<file path="config.mk">
export PLATFORM = sky130hd
export DESIGN_NAME = sram_port_arbiter
export DESIGN_NICKNAME = d
export VERILOG_FILES = /design/src/rtl/sram_port_arbiter_pkg.sv /design/src/rtl/sram_port_arbiter.sv
export SDC_FILE = /design/constraint.sdc
export NUM_CORES = 1
export LEC_CHECK = 0
export ABC_CLOCK_PERIOD_IN_PS = 5900
export CORE_MARGIN = 8
export CORE_UTILIZATION = 35
export CTS_CLUSTER_SIZE = 14
export DETAILED_ROUTE_END_ITERATION = 6
export HOLD_SLACK_MARGIN = 0.1
export PLACE_DENSITY = 0.72
export SYNTH_ARGS = -nofsm -noshare
export SYNTH_HDL_FRONTEND = slang
export SYNTH_SLANG_ARGS = --single-unit
export TNS_END_PERCENT = 50
</file>
<file path="constraint.sdc">
create_clock -name clk -period 5.9 [get_ports clk]
set_input_delay 1.18 -clock clk [delete_from_list [all_inputs] [get_ports clk]]
set_output_delay 1.18 -clock clk [all_outputs]
set_load 0.05 [all_outputs]
</file>
<file path="src/rtl/sram_port_arbiter_pkg.sv">
// Shared encodings for the sram port arbiter: FSM states, owner ids and the
// round-robin pick used when both requesters contend in IDLE.
package sram_port_arbiter_pkg;

    typedef enum logic [1:0] {
        ARB_IDLE = 2'd0,
        ARB_ADDR = 2'd1,
        ARB_DATA = 2'd2,
        ARB_RESP = 2'd3
    } arb_state_e;

    typedef enum logic {
        ARB_OWN_INST = 1'b0,
        ARB_OWN_DATA = 1'b1
    } arb_owner_e;

    // A lone requester always wins; on contention the one that did not win last time goes.
    function automatic arb_owner_e rr_pick(input logic inst_req, input logic data_req,
                                           input arb_owner_e last_grant);
        arb_owner_e pick;
        if (inst_req && data_req) begin
            pick = (last_grant == ARB_OWN_INST) ? ARB_OWN_DATA : ARB_OWN_INST;
        end else if (data_req) begin
            pick = ARB_OWN_DATA;
        end else begin
            pick = ARB_OWN_INST;
        end
        return pick;
    endfunction

endpackage

</file>
<file path="src/rtl/sram_port_arbiter.sv">
// Shares one sram-like memory port between instruction fetch and data access,
// one transaction in flight at a time, round-robin on contention.
module sram_port_arbiter
    import sram_port_arbiter_pkg::*;
#(
    parameter int AW = 32,
    parameter int DW = 32
) (
    input  logic            clk,
    input  logic            rst,

    input  logic            inst_req,
    input  logic            inst_wr,
    input  logic [DW/8-1:0] inst_wstrb,
    input  logic [AW-1:0]   inst_addr,
    input  logic [DW-1:0]   inst_wdata,
    output logic            inst_addr_ok,
    output logic            inst_data_ok,
    output logic [DW-1:0]   inst_rdata,

    input  logic            data_req,
    input  logic            data_wr,
    input  logic [DW/8-1:0] data_wstrb,
    input  logic [AW-1:0]   data_addr,
    input  logic [DW-1:0]   data_wdata,
    output logic            data_addr_ok,
    output logic            data_data_ok,
    output logic [DW-1:0]   data_rdata,

    output logic            mem_req,
    output logic            mem_wr,
    output logic [DW/8-1:0] mem_wstrb,
    output logic [AW-1:0]   mem_addr,
    output logic [DW-1:0]   mem_wdata,
    input  logic            mem_addr_ok,
    input  logic            mem_data_ok,
    input  logic [DW-1:0]   mem_rdata,

    output logic            stallreq,
    output logic [1:0]      dbg_state
);

    // Handshakes: a requester holds req and its fields until *_addr_ok; the
    // transfer happens in the cycle where req and addr_ok are both high.
    // On the memory side mem_req is held until mem_addr_ok, and mem_data_ok
    // is only honoured once the address phase has completed.

    arb_state_e state;
    arb_owner_e last_grant;
    arb_owner_e owner;
    arb_owner_e pick;
    logic       inst_grant;
    logic       data_grant;

    always_comb begin
        pick       = rr_pick(inst_req, data_req, last_grant);
        inst_grant = 1'b0;
        data_grant = 1'b0;
        if (state == ARB_IDLE) begin
            inst_grant = inst_req && (pick == ARB_OWN_INST);
            data_grant = data_req && (pick == ARB_OWN_DATA);
        end
    end

    assign inst_addr_ok = inst_grant;
    assign data_addr_ok = data_grant;
    assign dbg_state    = state;

    assign stallreq = (inst_req && !inst_addr_ok) || (data_req && !data_addr_ok) ||
                      (state != ARB_IDLE);

    always_ff @(posedge clk or posedge rst) begin
        if (rst) begin
            state        <= ARB_IDLE;
            last_grant   <= ARB_OWN_INST;
            owner        <= ARB_OWN_INST;
            mem_req      <= 1'b0;
            mem_wr       <= 1'b0;
            mem_wstrb    <= '0;
            mem_addr     <= '0;
            mem_wdata    <= '0;
            inst_data_ok <= 1'b0;
            data_data_ok <= 1'b0;
            inst_rdata   <= '0;
            data_rdata   <= '0;
        end else begin
            case (state)
                ARB_IDLE: begin
                    if (inst_grant) begin
                        state      <= ARB_ADDR;
                        owner      <= ARB_OWN_INST;
                        last_grant <= ARB_OWN_INST;
                        mem_req    <= 1'b1;
                        mem_wr     <= inst_wr;
                        mem_wstrb  <= inst_wr ? inst_wstrb : '0;
                        mem_addr   <= inst_addr;
                        mem_wdata  <= inst_wdata;
                    end else if (data_grant) begin
                        state      <= ARB_ADDR;
                        owner      <= ARB_OWN_DATA;
                        last_grant <= ARB_OWN_DATA;
                        mem_req    <= 1'b1;
                        mem_wr     <= data_wr;
                        mem_wstrb  <= data_wr ? data_wstrb : '0;
                        mem_addr   <= data_addr;
                        mem_wdata  <= data_wdata;
                    end
                end
                ARB_ADDR: begin
                    if (mem_addr_ok) begin
                        state   <= ARB_DATA;
                        mem_req <= 1'b0;
                    end
                end
                ARB_DATA: begin
                    if (mem_data_ok) begin
                        state <= ARB_RESP;
                        // Writes return zero so the requester never sees stale bus data.
                        if (owner == ARB_OWN_INST) begin
                            inst_data_ok <= 1'b1;
                            inst_rdata   <= mem_wr ? '0 : mem_rdata;
                        end else begin
                            data_data_ok <= 1'b1;
                            data_rdata   <= mem_wr ? '0 : mem_rdata;
                        end
                    end
                end
                ARB_RESP: begin
                    state        <= ARB_IDLE;
                    inst_data_ok <= 1'b0;
                    data_data_ok <= 1'b0;
                end
                default: begin
                    state <= ARB_IDLE;
                end
            endcase
        end
    end

endmodule

</file>
## Word-level counts from Yosys, hierarchy flattened

Cells that the tools add are included.
Widths: inputs -> output; s select.

- Register bits after elaboration: 139
- Latch bits: 0
- Bits in writable memories: 0
- Memory bits (read-only): 0
- Input port bits: 176
- Output and inout port bits: 141
- Word-level logic and storage cells: 74
- Memories: 0

- $add $sub $neg: 0
- Multipliers: 0
- Div/mod/pow operators: 0
- Magnitude comparators: 0
- Eq/ne operators: 8
- Shift operators: 0
- Multiplexer cells: 32
- Bitwise logic cells: 2
- Reduce and logical (&&, ||, !) cells: 21

Operators with widths:

| cell | count |
|---|---|
| $mux 32 | 5 |
| $reduce_and 3->1 | 6 |
| $mux 4 | 4 |
| $mux 1 | 15 |
| $mux 2 | 4 |
| $ne 2x2->1 const B | 4 |
| $pmux 2 s4 | 1 |
| $reduce_bool 2->1 | 4 |
| $pmux 1 s2 | 3 |
| $logic_and 1x1->1 | 5 |
| $eq 2x2->1 const B | 2 |
| $ne 3x3->1 const B | 1 |
| $eq 2x1->1 const B | 1 |
| $logic_not 1->1 | 2 |
| $logic_not 2->1 | 1 |
| $logic_or 1x1->1 | 2 |
| $not 1->1 | 2 |
| $reduce_and 2->1 | 1 |

## Longest topological paths before layout

Gate-level depths: netlist of the first run.

- Depth after elaboration: 9
- Mapped depth: 8
- Mapped depth without buffers: 5

## Worst setup path before layout of the first run

OpenSTA, ideal clock, no wires.

- Kind: input to output
- From: input inst_req
- To: output inst_addr_ok
- Arrival: 2.251 ns
- Data required time: 4.720 ns
- Setup slack: 2.469 ns
- Cell stages on the path: 4
- Buffers on the path: 2
- Path through: nand2_1 buf_4 clkbuf_1 nor2_1

- Cells in the longest elaborated chain, start to end: 5

Ends and longest elaborated chain:

| what | line | source |
|---|---|---|
| start: declaration | sram_port_arbiter.sv:12 | `input logic inst_req,` |
| $logic_and 1x1->1 | sram_port_arbiter_pkg.sv:21 | `if (inst_req && data_req) begin` |
| $mux 1 | sram_port_arbiter_pkg.sv:21 |  |
| $not 1->1 | sram_port_arbiter.sv:60 | `inst_grant = inst_req && (pick == ARB_OWN_INST);` |
| $logic_and 1x1->1 (*) | sram_port_arbiter.sv:60 |  |
| $mux 1 (*) | sram_port_arbiter.sv:59 | `if (state == ARB_IDLE) begin` |
| end: declaration | sram_port_arbiter.sv:17 | `output logic inst_addr_ok,` |

Mark *: on every way between the ends. The rest lies on a longest branch, timed or not.

## Worst setup path in the final report of the first run

- From: input data_req
- To: output inst_addr_ok

- Cells in the longest elaborated chain, start to end: 5
- Elaborated cells on any way between the ends: 6

Ends and longest elaborated chain:

| what | line | source |
|---|---|---|
| start: declaration | sram_port_arbiter.sv:21 | `input logic data_req,` |
| $mux 1 / $logic_and 1x1->1 (equally long branches) | sram_port_arbiter_pkg.sv:23, sram_port_arbiter_pkg.sv:21 |  |
| $mux 1 (*) | sram_port_arbiter_pkg.sv:21 |  |
| $not 1->1 (*) | sram_port_arbiter.sv:60 |  |
| $logic_and 1x1->1 (*) | sram_port_arbiter.sv:60 |  |
| $mux 1 (*) | sram_port_arbiter.sv:59 |  |

Marked as above.

==> out/qor_table.md, run 1 <==
| Metric | This run |
| --- | --- |
| Result of the run | finished, final reports clean |
| Flip-flop and latch count after synthesis | 139 |
| First-pass GRT wire length | 34410 um |
| Headroom to the max-slew limit | 33.91% |
| Final Hold Fails | 0 |
| Biggest area contributors in the synthesized netlist | dfrtp_1 56%, o21ai_0 9.2%, a31oi_1 6.7% |
| Later-pin clock latency in the skew report | 410 ps |
| Vias per std cell | 4.988 |
| Final Max Tran Viols | 0 |
| Type of the most critical hold path | flop to flop |
| Share of layout cells above drive strength 1 | 4.979% |
| Lkg Pwr | 3.954 nW |
| Hpwl dp | 15840 um |
| Design Area, Final | 9950 um^2 |
| Start-to-end type of the worst setup path | input port to primary output |
| Max Used Layer | met4 |
| Signal arrival time at the worst endpoint | 2910 ps |
| Sequential-to-total area share from yosys stat | 56.31% |
| Drc violations | 0 |
| Count of boundary I/O pins | 317 |
| Full die area | 22160 um^2 |
| CTS sink cnt | 139 |
| Element type at the critical path end | primary output |
| Number of synthesis warnings | 0 |
| Most common flop cell mapped by yosys | dfrtp_1 |
| Fmax | 0.2446 GHz |
| Number of setup buffers added after CTS | 0 |
| Clock Skew | 8.356 ps |
| FF-to-FF path depth | 6 |
| Distinct cell type count after synthesis | 29 |
| Register area | 3478 um^2 |
| Post-detailed-placement cell area | 9398 um^2 |
| CTS H-Tree Depth | 4 |
| Routed length per placed instance | 18.59 um |
| Routed met2 length | 9889 um |
| Final total power | 6.506 mW |
| Routed length on met3 | 2408 um |
| Post-synthesis cell type with the largest combined area | dfrtp_1 |
| Number of cells produced by synthesis | 669 |
| Crit path required time | 4720 ps |
| Total number of placement rows | 48 |
| Syn Area/Cell | 9.233 um^2 |
| Number of antenna-violating nets in the routed design | 0 |
| Sum of routed wire length over all layers | 22120 um |
| Worst-path maximum fanout | 6 |
| Standard cell core area | 17300 um^2 |
| Share of async-settable or async-resettable flops after synthesis | 100.0% |
| Number of enable flip-flop cells after synthesis | 0 |
| Inserted Clock Buffers | 17 |
| CP Launch Type | input port |
| Met1 WL | 9505 um |
| Worst-path clk slew | 60 ps |
| Unrepaired setup endpoints after global routing | false |
| IO Port Bufs | 316 |
| Syn Nets | 849 |
| Quantity of hold-fixing buffers added after cts | 0 |
| Vias in the first global route | 6004 |
| Commonest cells after routing, fill and taps aside | 316 x clkdlybuf4s50_1, 139 x dfrtp_1, 114 x o21ai_0 |
| Pin count of the biggest net entering global routing | 109 |
| Portion of synthesized cell area occupied by the leading cell type | 56.31% |
| Post-CTS sizing | 0 |
| Multi-input logic area | 2380 um^2 |
| Number of setup violations in the final report | 0 |
| Power per Cell Area | 653.9 nW/um^2 |
| VDD IR max | 0.3646 mV |
| Width of the die | 148.9 um |
| Max cap viols | 0 |
| Worst Hold Depth | 2 |
| Initial standard-cell utilization of the core | 35.71% |
| Part of the cycle the worst path needs | 69.30% |
| GRT Util Overall | 19.83% |
| First-iteration detailed-routing DRC count | 304 |
| Commonest non-fill, non-tap cell in the layout | clkdlybuf4s50_1 |
| Total via count in the routed design | 5936 |
| R2r setup slk | 3350 ps |
| Post-layout net count | 1132 |
| Buffers from clock root to sink, at most | 2 |
| Drt first pass iters | 4 |
| GRT overflow | 0 |
| Root buffer cell | clkbuf_16 |
| Clock tree from TritonCTS | done |
| Die height | 148.9 um |
| Worst-Margin Slew | 991.4 ps |
| Final Wtd Congestion | 0.8030 |
| Synth Cell Area | 6177 um^2 |
| Minimum period implied by the final worst setup slack | 4088 ps |
| Final-layout setup total negative slack | 0 ps |
| Total of fill cells in the finished design | 1548 |
| Initial antenna violation count | 0 |
| Area growth from synthesis to layout | 61.07% |
## cell usage after synthesis (4+ instances only)
cell type,instances
a31oi_1,66
buf_2,27
ha_1,4
a221o_1,4
o21ai_1,18
dfrtp_1,139
nand2_1,70
o21ai_0,114
clkbuf_1,19
inv_1,6
nor2_1,68
nand2b_1,33
nand3_1,67
nor2b_1,6
buf_4,14
## layer usage
metal	vias to the layer above	track usage [%]
met5	-	0
met3	21	9.132
met2	255	30.41
met4	0	6.108
li1	2904	-
met1	2756	24.49
## state kept, by name (all words and copies together) (netlist names)
signal,cells
mem_req,1
inst_rdata,32
owner,1
data_data_ok,1
data_rdata,32
mem_wstrb,4
mem_addr,32
mem_wdata,32
inst_data_ok,1
mem_wr,1
dbg_state,2
## worst paths after layout
kind	startpoint	endpoint
setup / recovery	data_req	inst_addr_ok
hold / removal	data_rdata[28]$_DFFE_PP0P_	data_rdata[28]$_DFFE_PP0P_
min in group asynchronous	rst	mem_addr[26]$_DFFE_PP0P_
max in group asynchronous	rst	data_rdata[14]$_DFFE_PP0P_
hold reg to reg	data_rdata[28]$_DFFE_PP0P_	data_rdata[28]$_DFFE_PP0P_
setup reg to reg	dbg_state[0]$_DFFE_PP0P_	mem_wdata[1]$_DFFE_PP0P_
## final cells by class
class,count,share of cell area (%)
antenna,1,0.02515
tap,225,2.829
inverter,6,0.2767
clock buffer,17,4.276
clock inverter,14,1.245
multi-input combinational,463,23.92
timing repair buffer,325,32.47
sequential,139,34.96
## kinds of logic (layout without fill, tap and decap cells)
group / after synthesis / after routing / synth area share, %
buf+inv: 67 / 362 / 5.489
fa+ha+maj: 4 / 4 / 0.8102
flops: 139 / 139 / 56.31
simple gates: 248 / 248 / 18.21
other cells: 0 / 1 / 0
compound gates: 210 / 210 / 19.00
mux: 1 / 1 / 0.1823
## worst max-delay path, cell delays in order
cell	delay (ps)
clkdlybuf4s50_1	510
and2b_2	260
nor2_1	90
clkdlybuf4s50_1	870
## through the flow
step,utilization (%),setup WS [ps],hold slack (ps),std cells
detailed placement,54.33,1822,470.2,1158
floorplan,-,995.5,576.0,669
global placement,54.33,1810,461.4,1158
CTS,57.51,1811,484.0,1189
global route,57.51,1736,504.4,1189
finish,57.52,1812,479.5,1190
## where the power goes
group          switching (mW)  leakage (nW)  internal, mW  total [mW]
combinational            2.60          1.99          1.23        3.83
clock                   0.430         0.273         0.580        1.01
sequential              0.256          1.69          1.42        1.67
(Power assumes the default switching activity.)
==> run 2, diff against run 1 <==
ABC_CLOCK_PERIOD_IN_PS = 3700   (was 5900)
PLACE_DENSITY = 0.75   (was 0.72)
clock period = 3.7 ns   (was 5.9 ns; I/O delays follow)
==> run 2 against run 1 <==
Against the previous run:
- clock power up 84%
- core utilization up 0.93 points
- worst hold slack worse by 1.5 ps
- sequential power up 60%
- first-iteration DRC count up 6.9%
- non-clock buffer count up 2
- register-to-register slack worse by 2100 ps
- via count up 2.3%
- critical endpoint is now data_addr_ok
==> out/qor_table.md, run 2 (synthesis gave the netlist of run 1 again) <==
| Metric | This run |
| --- | --- |
| Max cap viols | 0 |
| Initial standard-cell utilization of the core | 35.71% |
| Placed cell count | 1160 |
| Min-Delay Endpoint | inst_rdata[27]$_DFFE_PP0P_ |
| Worst Hold Depth | 2 |
| Inserted Clock Buffers | 17 |
| Type of the most critical hold path | flop to flop |
| Worst-path maximum fanout | 6 |
| Design Area, Final | 10110 um^2 |
| Final Hold Fails | 0 |
| IO Port Bufs | 316 |
| Standard cell core area | 17300 um^2 |
| Routed length per placed instance | 18.71 um |
| First-iteration detailed-routing DRC count | 325 |
| Count of boundary I/O pins | 317 |
| Post-detailed-placement cell area | 9472 um^2 |
| Pin count of the biggest net entering global routing | 81 |
| Hpwl dp | 15860 um |
| Start-to-end type of the worst setup path | input port to primary output |
| Sum of routed wire length over all layers | 22300 um |
| Die height | 148.9 um |
| Root buffer cell | clkbuf_16 |
| CTS H-Tree Depth | 4 |
| Lkg Pwr | 4.016 nW |
| Start point of the worst min-delay path | inst_rdata[27]$_DFFE_PP0P_ |
| Slowest cell on the critical path | clkdlybuf4s50_1 |
| VDD IR max | 0.5427 mV |
| Initial antenna violation count | 0 |
| Number of setup violations in the final report | 0 |
| Total number of placement rows | 48 |
| Quantity of hold-fixing buffers added after cts | 0 |
| R2r setup slk | 1290 ps |
| Crit path required time | 2960 ps |
| Count of placed standard cells in the final layout, fillers left out | 1192 |
| Start point of the critical path | data_req |
| Post-CTS sizing | 0 |
| Minimum period implied by the final worst setup slack | 3175 ps |
| Unrepaired setup endpoints after global routing | false |
| Signal arrival time at the worst endpoint | 2440 ps |
| Worst-path clk slew | 60 ps |
| Power per Cell Area | 1056 nW/um^2 |
| Worst-path cell chain | clkdlybuf4s50_1, nand2_1, a21oi_1, clkdlybuf4s50_1 |
| Width of the die | 148.9 um |
| Vias in the first global route | 6028 |
| Library cell appearing most often on the critical path | clkdlybuf4s50_1 |
| Headroom to the max-slew limit | 25.59% |
| Element type at the critical path end | primary output |
| CP Buf/Inv Count | 2 |
| Buffers from clock root to sink, at most | 2 |
| GRT Util Overall | 19.85% |
| Commonest cells after routing, fill and taps aside | 315 x clkdlybuf4s50_1, 139 x dfrtp_1, 114 x o21ai_0 |
| Drt first pass iters | 5 |
| Drc violations | 0 |
| GRT overflow | 0 |
| Total via count in the routed design | 6071 |
| Crit-path leading delay family | buffers and inverters |
| Number of setup buffers added after CTS | 0 |
| Final Max Tran Viols | 0 |
| Final Wtd Congestion | 0.8053 |
| Area growth from synthesis to layout | 63.68% |
| Full die area | 22160 um^2 |
| CP Launch Type | input port |
| Worst-Margin Slew | 1116 ps |
| Commonest non-fill, non-tap cell in the layout | clkdlybuf4s50_1 |
| Number of antenna-violating nets in the routed design | 0 |
| Diodes inserted | 0 |
| Clock tree from TritonCTS | done |
| Vias per std cell | 5.093 |
| R2r startpoint | dbg_state[0]$_DFFE_PP0P_ |
| Final total power | 10.67 mW |
| Final-layout setup total negative slack | 0 ps |
| CTS sink cnt | 139 |
| Post-layout net count | 1134 |
| Fmax | 0.3149 GHz |
| Worst reg2reg endpoint | data_rdata[12]$_DFFE_PP0P_ |
| Part of the cycle the worst path needs | 85.82% |
| Share of layout cells above drive strength 1 | 5.274% |
| Clock Skew | 8.258 ps |
| Later-pin clock latency in the skew report | 420 ps |
| First-pass GRT wire length | 34360 um |
| Biggest cell delay along the critical path | 820 ps |
| Result of the run | finished, final reports clean |
| FF-to-FF path depth | 4 |
[run 2: power by group]
group / leakage (nW) / total (mW) / internal, mW / switching (mW)
combinational: 2.02 / 6.15 / 1.99 / 4.16
sequential: 1.69 / 2.67 / 2.26 / 0.414
clock: 0.306 / 1.86 / 1.15 / 0.707
[run 2: routing by layer]
metal  global-route usage, %  share of wire [%]  up-vias
li1                        -                  -     2904
met1                   24.17                 40     2853
met2                   30.77                 46      297
met3                   8.556                 12       17
met4                   7.269                1.3        0
met5                       0                  0        -
[run 2: final cells by class]
class	count	area (um^2)
Inverter	6	26.28
Timing Repair Buffer	327	3306
Multi-Input combinational cell	463	2380
Clock inverter	14	210.2
Tap cell	225	281.5
Sequential cell	139	3478
Fill cell	1478	7186
Clock buffer	18	429.2
[run 2: stage by stage]
| stage | hold WS [ps] | util (%) | worst slack, ps |
|---|---|---|---|
| global placement | 460.4 | 54.76 | 579.2 |
| floorplan | 576.0 | - | 856.6 |
| finish | 478.0 | 58.46 | 524.7 |
| detailed placement | 469.4 | 54.76 | 537.0 |
| global route | 494.3 | 58.46 | 430.7 |
| CTS | 483.1 | 58.46 | 521.5 |
[run 2: worst max-delay path by stage]
stage	to	slack (ps)	cells after the start
floorplan	inst_addr_ok	860	6
global placement	data_addr_ok	580	4
detailed placement	data_addr_ok	540	4
CTS	data_addr_ok	520	4
global route	data_addr_ok	430	4
finish	data_addr_ok	520	4
[run 2: worst reg2reg max path, cell delays in order, from the launching register on]
cell,delay (ps)
dfrtp_1,420
inv_1,100
ha_1,310
nand3_2,890
o21ai_0,570
